--- src/rtl/uart_tx_arbiter.sv ---
// uart_tx_arbiter: round-robin arbiter that shares one UART transmitter among
// NUM_REQ byte requesters, with a watchdog that aborts transfers lacking a done pulse.
module uart_tx_arbiter #(
  parameter int unsigned NUM_REQ      = 4,
  parameter int unsigned TIMEOUT_CLKS = 4096
) (
  input  logic                 i_Clock,
  input  logic                 i_Rst,
  input  logic [NUM_REQ-1:0]   i_Req,
  input  logic [8*NUM_REQ-1:0] i_Req_Byte,
  output logic [NUM_REQ-1:0]   o_Grant,
  output logic [NUM_REQ-1:0]   o_Ack,
  output logic                 o_Timeout,
  output logic                 o_Busy,
  output logic                 o_TX_DV,
  output logic [7:0]           o_TX_Byte,
  input  logic                 i_TX_Active,
  input  logic                 i_TX_Done
);

  localparam int unsigned      PTR_W   = (NUM_REQ > 1) ? $clog2(NUM_REQ) : 1;
  localparam int unsigned      WD_W    = $clog2(TIMEOUT_CLKS) + 1;
  localparam logic [WD_W-1:0]  WD_LAST = WD_W'(TIMEOUT_CLKS - 1);
  localparam logic [PTR_W-1:0] PTR_MAX = PTR_W'(NUM_REQ - 1);

  typedef enum logic [1:0] {
    IDLE,
    SEND,
    WAIT_DONE
  } state_t;

  state_t             state_q, state_d;
  logic [PTR_W-1:0]   ptr_q;
  logic [PTR_W-1:0]   owner_q;
  logic [NUM_REQ-1:0] grant_q;
  logic [NUM_REQ-1:0] ack_q;
  logic               timeout_q;
  logic [7:0]         byte_q;
  logic [WD_W-1:0]    wd_q;
  logic [WD_W-1:0]    wd_inc;
  logic               timeout_hit;
  logic               xfer_end;
  logic               arb_go;
  logic               win_found;
  logic [PTR_W-1:0]   win_idx;
  logic [NUM_REQ-1:0] win_onehot;
  logic [PTR_W-1:0]   ptr_after_owner;
  int unsigned        cand;

  // Rotating scan: first requester at or above the pointer, wrapping.
  always_comb begin
    win_found = 1'b0;
    win_idx   = '0;
    cand      = 0;
    for (int unsigned i = 0; i < NUM_REQ; i++) begin
      cand = 32'(ptr_q) + i;
      if (cand >= NUM_REQ) cand = cand - NUM_REQ;
      if (!win_found && i_Req[cand[PTR_W-1:0]]) begin
        win_found = 1'b1;
        win_idx   = PTR_W'(cand);
      end
    end
  end

  always_comb begin
    win_onehot          = '0;
    win_onehot[win_idx] = 1'b1;
  end

  assign arb_go          = win_found && !i_TX_Active;
  assign ptr_after_owner = (owner_q == PTR_MAX) ? '0 : owner_q + 1'b1;

  // Abort decided on the cycle whose increment would bring the watchdog to
  // TIMEOUT_CLKS-1, so ack/timeout land TIMEOUT_CLKS cycles after SEND.
  assign wd_inc      = wd_q + WD_W'(1);
  assign timeout_hit = (wd_inc == WD_LAST);
  assign xfer_end    = i_TX_Done || timeout_hit;

  always_ff @(posedge i_Clock or posedge i_Rst) begin
    if (i_Rst) state_q <= IDLE;
    else       state_q <= state_d;
  end

  always_comb begin
    state_d = state_q;
    case (state_q)
      IDLE:      if (arb_go) state_d = SEND;
      SEND:      state_d = WAIT_DONE;
      WAIT_DONE: if (xfer_end) state_d = IDLE;
      default:   state_d = IDLE;
    endcase
  end

  always_comb begin
    o_TX_DV = (state_q == SEND);
    o_Busy  = (state_q != IDLE);
  end

  always_ff @(posedge i_Clock or posedge i_Rst) begin
    if (i_Rst) begin
      ptr_q     <= '0;
      owner_q   <= '0;
      grant_q   <= '0;
      ack_q     <= '0;
      timeout_q <= 1'b0;
      byte_q    <= '0;
      wd_q      <= '0;
    end else begin
      ack_q     <= '0;
      timeout_q <= 1'b0;
      case (state_q)
        IDLE: begin
          if (arb_go) begin
            grant_q <= win_onehot;
            owner_q <= win_idx;
            byte_q  <= i_Req_Byte[{win_idx, 3'b000} +: 8];
          end
        end
        SEND: wd_q <= '0;
        WAIT_DONE: begin
          if (wd_q != '1) wd_q <= wd_inc;
          if (xfer_end) begin
            ack_q     <= grant_q;
            timeout_q <= !i_TX_Done;
            grant_q   <= '0;
            ptr_q     <= ptr_after_owner;
          end
        end
        default: ;
      endcase
    end
  end

  assign o_Grant   = grant_q;
  assign o_Ack     = ack_q;
  assign o_Timeout = timeout_q;
  assign o_TX_Byte = byte_q;

endmodule

--- config.mk ---
export PLATFORM = sky130hd
export DESIGN_NAME = uart_tx_arbiter
export DESIGN_NICKNAME = d
export VERILOG_FILES = /design/src/rtl/uart_tx_arbiter.sv
export SDC_FILE = /design/constraint.sdc
export NUM_CORES = 1
export LEC_CHECK = 0
export ABC_AREA = 1
export CORE_MARGIN = 3
export CORE_UTILIZATION = 45
export CTS_CLUSTER_SIZE = 16
export DETAILED_ROUTE_END_ITERATION = 8
export DONT_BUFFER_PORTS = 1
export PLACE_DENSITY = 0.64
export SLEW_MARGIN = 20
export SYNTH_ARGS = -nofsm -noshare
export SYNTH_HDL_FRONTEND = slang
export SYNTH_SLANG_ARGS = --single-unit
--- constraint.sdc ---
create_clock -name i_Clock -period 3.2 [get_ports i_Clock]
set_input_delay 0.32 -clock i_Clock [delete_from_list [all_inputs] [get_ports i_Clock]]
set_output_delay 0.32 -clock i_Clock [all_outputs]
set_load 0.01 [all_outputs]
# [After elaboration in Yosys (flattened, before gate mapping)]
# Cells that the tools add are included.
[word_totals] ram_bits=0 ff_bits=36 mem_bits_ro=0 latch_bits=0 mem_count=0
[classes] bitwise=0 multipliers=0 add_sub_neg=9 n_div=0 shifts=1 eq_ne=8 n_lt_le_gt_ge=10 reduce_logical=20 mux=35
[ops] op="32-bit by 6-bit indexed part select with 8-bit output" n=1
[ops] op="13-bit case mux with 2 select lines" n=1
[ops] op="2-bit 2-to-1 mux" n=11
[ops] op="4-bit 2-to-1 mux" n=4
[ops] op="2-bit by 3-bit less-than comparator with 1-bit output (second input constant)" n=5
[ops] op="13-bit by 1-bit adder with 13-bit output (second input constant)" n=1
[ops] op="13-bit by 12-bit == test with 1-bit output (second input constant)" n=1
[ops] op="13-bit 2-to-1 mux" n=1
[ops] op="13-bit inequality test (second input constant)" n=1
[ops] op="1-bit 2-to-1 mux" n=11
[ops] op="3-bit greater-or-equal comparator (second input constant)" n=3
[ops] op="1-bit binary-select mux with 2-bit select" n=4
[ops] op="4-bit case mux with 2 select lines" n=1
[ops] op="2-bit AND reduction" n=4
[ops] op="2-bit by 1-bit subtractor with 2-bit output (second input constant)" n=4
[ops] op="2-bit by 2-bit adder with 3-bit output (second input constant)" n=2
[ops] op="2-bit inequality test (second input constant)" n=3
[ops] op="2-bit case mux with 3 select lines" n=1
[ops] op="2-bit nonzero test" n=3
[ops] op="1-bit logical AND" n=5
[ops] op="1-bit zero test" n=5
[ops] op="2-bit == test (second input constant)" n=2
[ops] op="2-bit by 1-bit adder with 3-bit output (second input constant)" n=1
[ops] op="2-bit by 3-bit greater-or-equal comparator with 1-bit output (second input constant)" n=1
[ops] op="7 further kinds" n=7

# [Longest topological paths before layout]
[depth] ltp_word=20 mapped_depth=16 depth_no_buf=15

# [Worst setup path after synthesis]
# No wires, ideal clock.
[synth_timing] kind="reg2reg" from="register wd_q[0]" to="register grant_q[1] (netlist: o_Grant[1])" path_buffers=1 path_stages_with_launch=14 slack_ns=1.451 t_arrival_ns=1.631 setup_ns=0.118 required_time_ns=3.082 path_cell_list="dfrtp_1 > ha_1 > nand3_1 > inv_1 > nand2_1 > nand2_1 > nand2_1 > nor2_1 > nand3_1 > o21bai_2 > nand2_1 > buf_6 > nand3_1 > nand2_1"
[synth_via] elab_chain_cells=5
[synth_lines] item="from (decl)" line="39" source="logic [WD_W-1:0] wd_q;"
[synth_lines] item="from (signal assigned)" line="121" source="if (wd_q != '1) wd_q <= wd_inc;"
[synth_lines] item="13-bit by 1-bit adder with 13-bit output" line="75" source="assign wd_inc = wd_q + WD_W'(1);"
[synth_lines] item="13-bit by 12-bit == test with 1-bit output" line="76" source="assign timeout_hit = (wd_inc == WD_LAST);"
[synth_lines] item="1-bit logical OR" line="77" source="assign xfer_end = i_TX_Done || timeout_hit;"
[synth_lines] item="2-bit inequality test (no line)"
[synth_lines] item="3-bit AND reduction (no line)"
[synth_lines] item="to (signal assigned)" line="114" source="grant_q <= win_onehot;"
[synth_lines] item="to (decl)" line="35" source="logic [NUM_REQ-1:0] grant_q;"
# No other way between the ends.
# A chain may end at the register's enable or synchronous reset.

# [Final worst setup path]
[layout_timing] from="register ptr_q[0]" to="register byte_q[2] (netlist: o_TX_Byte[2])"
[layout_via] elab_chain_cells=16 elab_cells_between_ends=40 cone_classes="add/sub (7); order compare (4); shift (1); mux (20); reduce/logical (8)"
[layout_lines] item="from (decl)" line="33" source="logic [PTR_W-1:0] ptr_q;"
[layout_lines] item="from (signal assigned)" line="126" source="ptr_q <= ptr_after_owner;"
[layout_lines] item="parallel branches: the longest is 16 deep, another holds 2-bit by 1-bit adder with 3-bit output"
[layout_lines] item="to (signal assigned)" line="116" source="byte_q <= i_Req_Byte[{win_idx, 3'b000} +: 8];"
[layout_lines] item="to (decl)" line="38" source="logic [7:0] byte_q;"
# Several ways; the timed one is not identified. The select of a mux whose other input is x is not followed.

==> flow_summary.html <==
<table>
<tr><th>Metric</th><th>Value</th></tr>
<tr><th colspan="2">Outcome</th></tr>
<tr><td>Outcome</td><td>completed</td></tr>
<tr><th colspan="2">Die</th></tr>
<tr><td>Die X-Extent</td><td>slightly below 80 um</td></tr>
<tr><td>I/O pin count</td><td>about 60</td></tr>
<tr><td>Core outline area</td><td>4910 um2</td></tr>
<tr><td>Die area</td><td>about 6200 um2</td></tr>
<tr><td>Height of the chip</td><td>78.8 um</td></tr>
<tr><td>Initial Util</td><td>48.5%</td></tr>
<tr><td>Number of standard-cell rows in the floorplan</td><td>25</td></tr>
<tr><th colspan="2">CTS</th></tr>
<tr><td>Number of clock buffers inserted by TritonCTS</td><td>5</td></tr>
<tr><td>Max H-tree Level</td><td>2</td></tr>
<tr><td>Number of buffers inserted for hold repair after clock tree synthesis</td><td>0</td></tr>
<tr><td>Clock tree buffer depth</td><td>2</td></tr>
<tr><td>Clock tree from TritonCTS</td><td>yes</td></tr>
<tr><td>Clock Root Buffer</td><td>sky130_fd_sc_hd__clkbuf_8</td></tr>
<tr><td>Setup Fix Bufs, Post-CTS</td><td>0</td></tr>
<tr><td>Clock latency reported for the late side of the worst-skew pair</td><td>~0.28 ns</td></tr>
<tr><td>Gates resized, CTS repair</td><td>0</td></tr>
<tr><td>Clock sink total</td><td>36</td></tr>
<tr><td>Clock transition at path regs</td><td>about 0.070 ns</td></tr>
<tr><th colspan="2">Synth</th></tr>
<tr><td>Synth unique cells</td><td>27</td></tr>
<tr><td>XOR/XNOR Fraction of Synth Area</td><td>between 1 and 1.5%</td></tr>
<tr><td>Number of warning messages in the yosys log</td><td>0</td></tr>
<tr><td>Sequential area share after synthesis</td><td>a little under two fifths</td></tr>
<tr><td>Share of the synthesized area in compound gates (AO/OA/AOI/OAI)</td><td>5.09%</td></tr>
<tr><td>Share of the synthesized area in the top cell type</td><td>between 30% and 40%</td></tr>
<tr><td>Count of state elements after synthesis</td><td>36</td></tr>
<tr><td>Dominant combinational cell family by area after synthesis</td><td>simple AND/OR/NAND/NOR gates</td></tr>
<tr><td>Post-synth net total</td><td>between 300 and 400</td></tr>
<tr><td>Number of instances in the synthesized netlist</td><td>353</td></tr>
<tr><td>Mapped cell area</td><td>approximately 2400 um2</td></tr>
<tr><td>Library cell occupying the most area in the post-synthesis netlist</td><td>sky130_fd_sc_hd__dfrtp_1</td></tr>
<tr><td>Number of flops mapped to enable cells by yosys</td><td>0</td></tr>
<tr><td>Adder-Cell Fraction of Synth Area</td><td>1.57%</td></tr>
<tr><td>Fraction of synthesis flops using an asynchronous set or reset pin</td><td>100%</td></tr>
<tr><td>Post-synthesis average cell area</td><td>between 6 and 7 um2</td></tr>
<tr><td>Post-Synth Simple-Gate Area</td><td>between 40 and 50%</td></tr>
<tr><td>Mux cell area share after synthesis</td><td>0%</td></tr>
<tr><td>Post-synth top flop</td><td>sky130_fd_sc_hd__dfrtp_1</td></tr>
<tr><td>Largest cells by area after synthesis</td><td>sky130_fd_sc_hd__dfrtp_1 (38%), sky130_fd_sc_hd__nand2_1 (24%), sky130_fd_sc_hd__nand3_1 (6.5%), sky130_fd_sc_hd__nand4_1 (5.8%), sky130_fd_sc_hd__inv_1 (5.5%)</td></tr>
<tr><th colspan="2">Power</th></tr>
<tr><td>Leakage</td><td>around 1.3 nW</td></tr>
<tr><td>Power density over the cells</td><td>approximately 960 nW/um2</td></tr>
<tr><td>Maximum vdd ir drop</td><td>701 uV</td></tr>
<tr><td>Total power after layout</td><td>between 2 and 2.5 mW</td></tr>
<tr><th colspan="2">Setup path</th></tr>
<tr><td>Cell count of the worst reg-to-reg path</td><td>13</td></tr>
<tr><td>R2R Setup Slk</td><td>approximately 0.82 ns</td></tr>
<tr><td>Data required time at the worst endpoint</td><td>~3.4 ns</td></tr>
<tr><td>End of the worst register-to-register path</td><td>o_TX_Byte[2]</td></tr>
<tr><td>Launch instance of the worst register-to-register path</td><td>ptr_q[0]</td></tr>
<tr><td>Crit Path Category</td><td>flip-flop to flip-flop</td></tr>
<tr><td>Critical-path top delay cell</td><td>sky130_fd_sc_hd__dfrtp_1</td></tr>
<tr><td>Setup crit start</td><td>ptr_q[0]</td></tr>
<tr><td>Element type at the critical path end</td><td>flip-flop</td></tr>
<tr><td>CP startpoint kind</td><td>flip-flop</td></tr>
<tr><td>Critical path fanouts, max</td><td>20</td></tr>
<tr><td>CP most frequent cell</td><td>sky130_fd_sc_hd__nand2_1</td></tr>
<tr><td>Largest stage delay on the critical path</td><td>0.57 ns</td></tr>
<tr><td>Arrival time reported for the critical path endpoint</td><td>between 2 and 3 ns</td></tr>
<tr><td>List of cells traversed by the critical path</td><td>inv_2 -&gt; nand2_1 -&gt; nand3_1 -&gt; nand2_2 -&gt; clkinv_1 -&gt; nand3_2 -&gt; nand3_2 -&gt; nand2_1 -&gt; nand2_1 -&gt; nand2_1 -&gt; nand2_1 -&gt; nand2_1 -&gt; nand2_1</td></tr>
<tr><th colspan="2">STA</th></tr>
<tr><td>Unrepaired setup endpoints after global routing</td><td>no</td></tr>
<tr><td>Max_slew headroom</td><td>a little over two thirds</td></tr>
<tr><td>TNS Setup</td><td>0 ns</td></tr>
<tr><td>Upper clock frequency limit</td><td>around 420 MHz</td></tr>
<tr><td>Worst Max-Slew Pin Slew</td><td>approximately 0.45 ns</td></tr>
<tr><td>Hold violation count in the final report</td><td>0</td></tr>
<tr><td>Final Critical Period</td><td>between 2 and 2.5 ns</td></tr>
<tr><td>Number of setup violations in the final report</td><td>0</td></tr>
<tr><td>Number of max-slew violations in the final report</td><td>0</td></tr>
<tr><td>Worst Clk Skew</td><td>0.00428 ns</td></tr>
<tr><td>Share of the clock period used by the worst path</td><td>roughly 74%</td></tr>
<tr><th colspan="2">Routing</th></tr>
<tr><td>Detailed-route vias per instance</td><td>5.24</td></tr>
<tr><td>Routed Wire Length</td><td>roughly 5600 um</td></tr>
<tr><td>DR WL/cell</td><td>13.4 um</td></tr>
<tr><td>Number of vias in the routed layout</td><td>~2200</td></tr>
<tr><td>Drt pass-1 iters</td><td>4</td></tr>
<tr><td>Routed Antenna Nets</td><td>0</td></tr>
<tr><td>Residual DRC</td><td>0</td></tr>
<tr><td>Initial DRC count</td><td>144</td></tr>
<tr><th colspan="2">Run</th></tr>
<tr><td>Total of max-cap violations</td><td>0</td></tr>
<tr><th colspan="2">Global routing</th></tr>
<tr><td>Initial antenna violation count</td><td>0</td></tr>
<tr><td>Vias in the first global route</td><td>2143</td></tr>
<tr><td>Global-route usage over all layers</td><td>19.5%</td></tr>
<tr><td>Maximum number of pins on one net before global-route repair</td><td>37</td></tr>
<tr><td>Remaining global-route overflow</td><td>0</td></tr>
<tr><td>First-pass GRT wire length</td><td>about 9700 um</td></tr>
<tr><th colspan="2">Layout</th></tr>
<tr><td>Antenna Diode Count</td><td>0</td></tr>
<tr><td>Most used cells in the layout excluding fill and tap cells</td><td>sky130_fd_sc_hd__nand2_1 (152), sky130_fd_sc_hd__dfrtp_1 (36), sky130_fd_sc_hd__inv_1 (35)</td></tr>
<tr><td>Proportion of layout cells with a drive suffix above 1</td><td>under 10%</td></tr>
<tr><td>Layout net count</td><td>~390</td></tr>
<tr><td>Most common cell after layout, fill and taps aside</td><td>sky130_fd_sc_hd__nand2_1</td></tr>
<tr><td>Area growth syn-to-layout</td><td>4.20%</td></tr>
<tr><th colspan="2">Place</th></tr>
<tr><td>Number of I/O port buffers</td><td>0</td></tr>
<tr><td>DPL Wire Length</td><td>4110 um</td></tr>
<tr><td>Final weighted congestion of routability-driven global placement</td><td>between 0.8 and 0.9</td></tr>
<tr><th colspan="2">Worst hold path</th></tr>
<tr><td>Worst min path class</td><td>input pin to asynchronous set/reset pin</td></tr>
</table>
[area by class of cell]
type                       count  area [um2]
sequential                    36         901
inverter                      39         146
fill                         531        2430
multi-input combinational    266        1250
clock buffer                   7        76.3
timing repair buffer           2        15.0
tap                           67        83.8
clock inverter                 1        8.76
[cell families after synthesis]
| kind of cell | Yosys count |
|---|---|
| xor+xnor | 4 |
| compound gates | 20 |
| simple gates | 239 |
| fa+ha+maj | 3 |
| flops | 36 |
| buf+inv | 51 |
[critical path: cells and delay by family (launching register included)]
family / cells / cell delay (ns)
buffers and inverters: 2 / 0.24
DFF: 1 / 0.57
and+or+nand+nor: 11 / 1.45
[per-layer routing]
| layer | up-vias | track usage (%) | part of all wire [%] | wire length, um |
|---|---|---|---|---|
| li1 | 1130 | - | - | - |
| met1 | 968 | 26.3 | 46 | 2590 |
| met2 | 86 | 31.0 | 45 | 2520 |
| met3 | 7 | 4.20 | 6.9 | 387 |
| met4 | 0 | 6.64 | 1.4 | 77 |
| met5 | - | 0 | 0 | 0 |
[through the flow]
| stage | std cells | util [%] | hold WS (ns) | worst slack (ns) | instance area (um2) |
|---|---|---|---|---|---|
| 4_1_cts | 418 | 50.6 | 0.0291 | 0.807 | 2480 |
| 3_3_place_gp | 410 | 48.8 | 0.346 | 0.872 | 2400 |
| 2_1_floorplan | 353 | - | 0.391 | 1.45 | 2380 |
| 3_5_place_dp | 410 | 48.8 | 0.348 | 0.840 | 2400 |
| 6_report | 418 | 50.6 | 0.0151 | 0.818 | 2480 |
| 5_1_grt | 418 | 50.6 | 0.0512 | 0.430 | 2480 |
[power by group]
part	switching, mW	internal, mW	leakage (nW)
combinational	0.948	0.395	0.775
sequential	0.142	0.571	0.479
clock	0.160	0.155	0.0424
[Yosys cell counts, types with 2 or more instances]
| cell type | n |
|---|---|
| sky130_fd_sc_hd__xor2_1 | 3 |
| sky130_fd_sc_hd__o21ai_0 | 8 |
| sky130_fd_sc_hd__buf_6 | 3 |
| sky130_fd_sc_hd__o22ai_1 | 9 |
| sky130_fd_sc_hd__dfrtp_1 | 36 |
| sky130_fd_sc_hd__nand3_1 | 31 |
| sky130_fd_sc_hd__buf_4 | 2 |
| sky130_fd_sc_hd__buf_2 | 7 |
| sky130_fd_sc_hd__nand3b_1 | 2 |
| sky130_fd_sc_hd__nor2_2 | 2 |
| sky130_fd_sc_hd__nor3_1 | 4 |
| sky130_fd_sc_hd__nand3_2 | 3 |
| sky130_fd_sc_hd__ha_1 | 3 |
| sky130_fd_sc_hd__nand2_1 | 152 |
| sky130_fd_sc_hd__nor2_1 | 17 |
| sky130_fd_sc_hd__inv_1 | 35 |
| sky130_fd_sc_hd__inv_2 | 3 |
| sky130_fd_sc_hd__nand4_1 | 22 |
| sky130_fd_sc_hd__nand2_2 | 3 |
[registers in the layout (all words and copies together) (netlist names)]
register   flops
o_Timeout      1
o_Ack          4
o_TX_Byte      8
owner_q        2
wd_q          13
o_Grant        4
ptr_q          2
state_q        2
[worst max-delay path by stage]
stage | slack [ns] | to | depth (start not counted)
finish | 0.82 | o_TX_Byte[2] | 13
CTS | 0.81 | o_TX_Byte[5] | 15
detailed placement | 0.84 | o_TX_Byte[2] | 15
global placement | 0.87 | o_TX_Byte[6] | 15
floorplan | 1.45 | o_Grant[1] | 13
global route | 0.43 | o_TX_Byte[0] | 13
(Power assumes the default switching activity.)
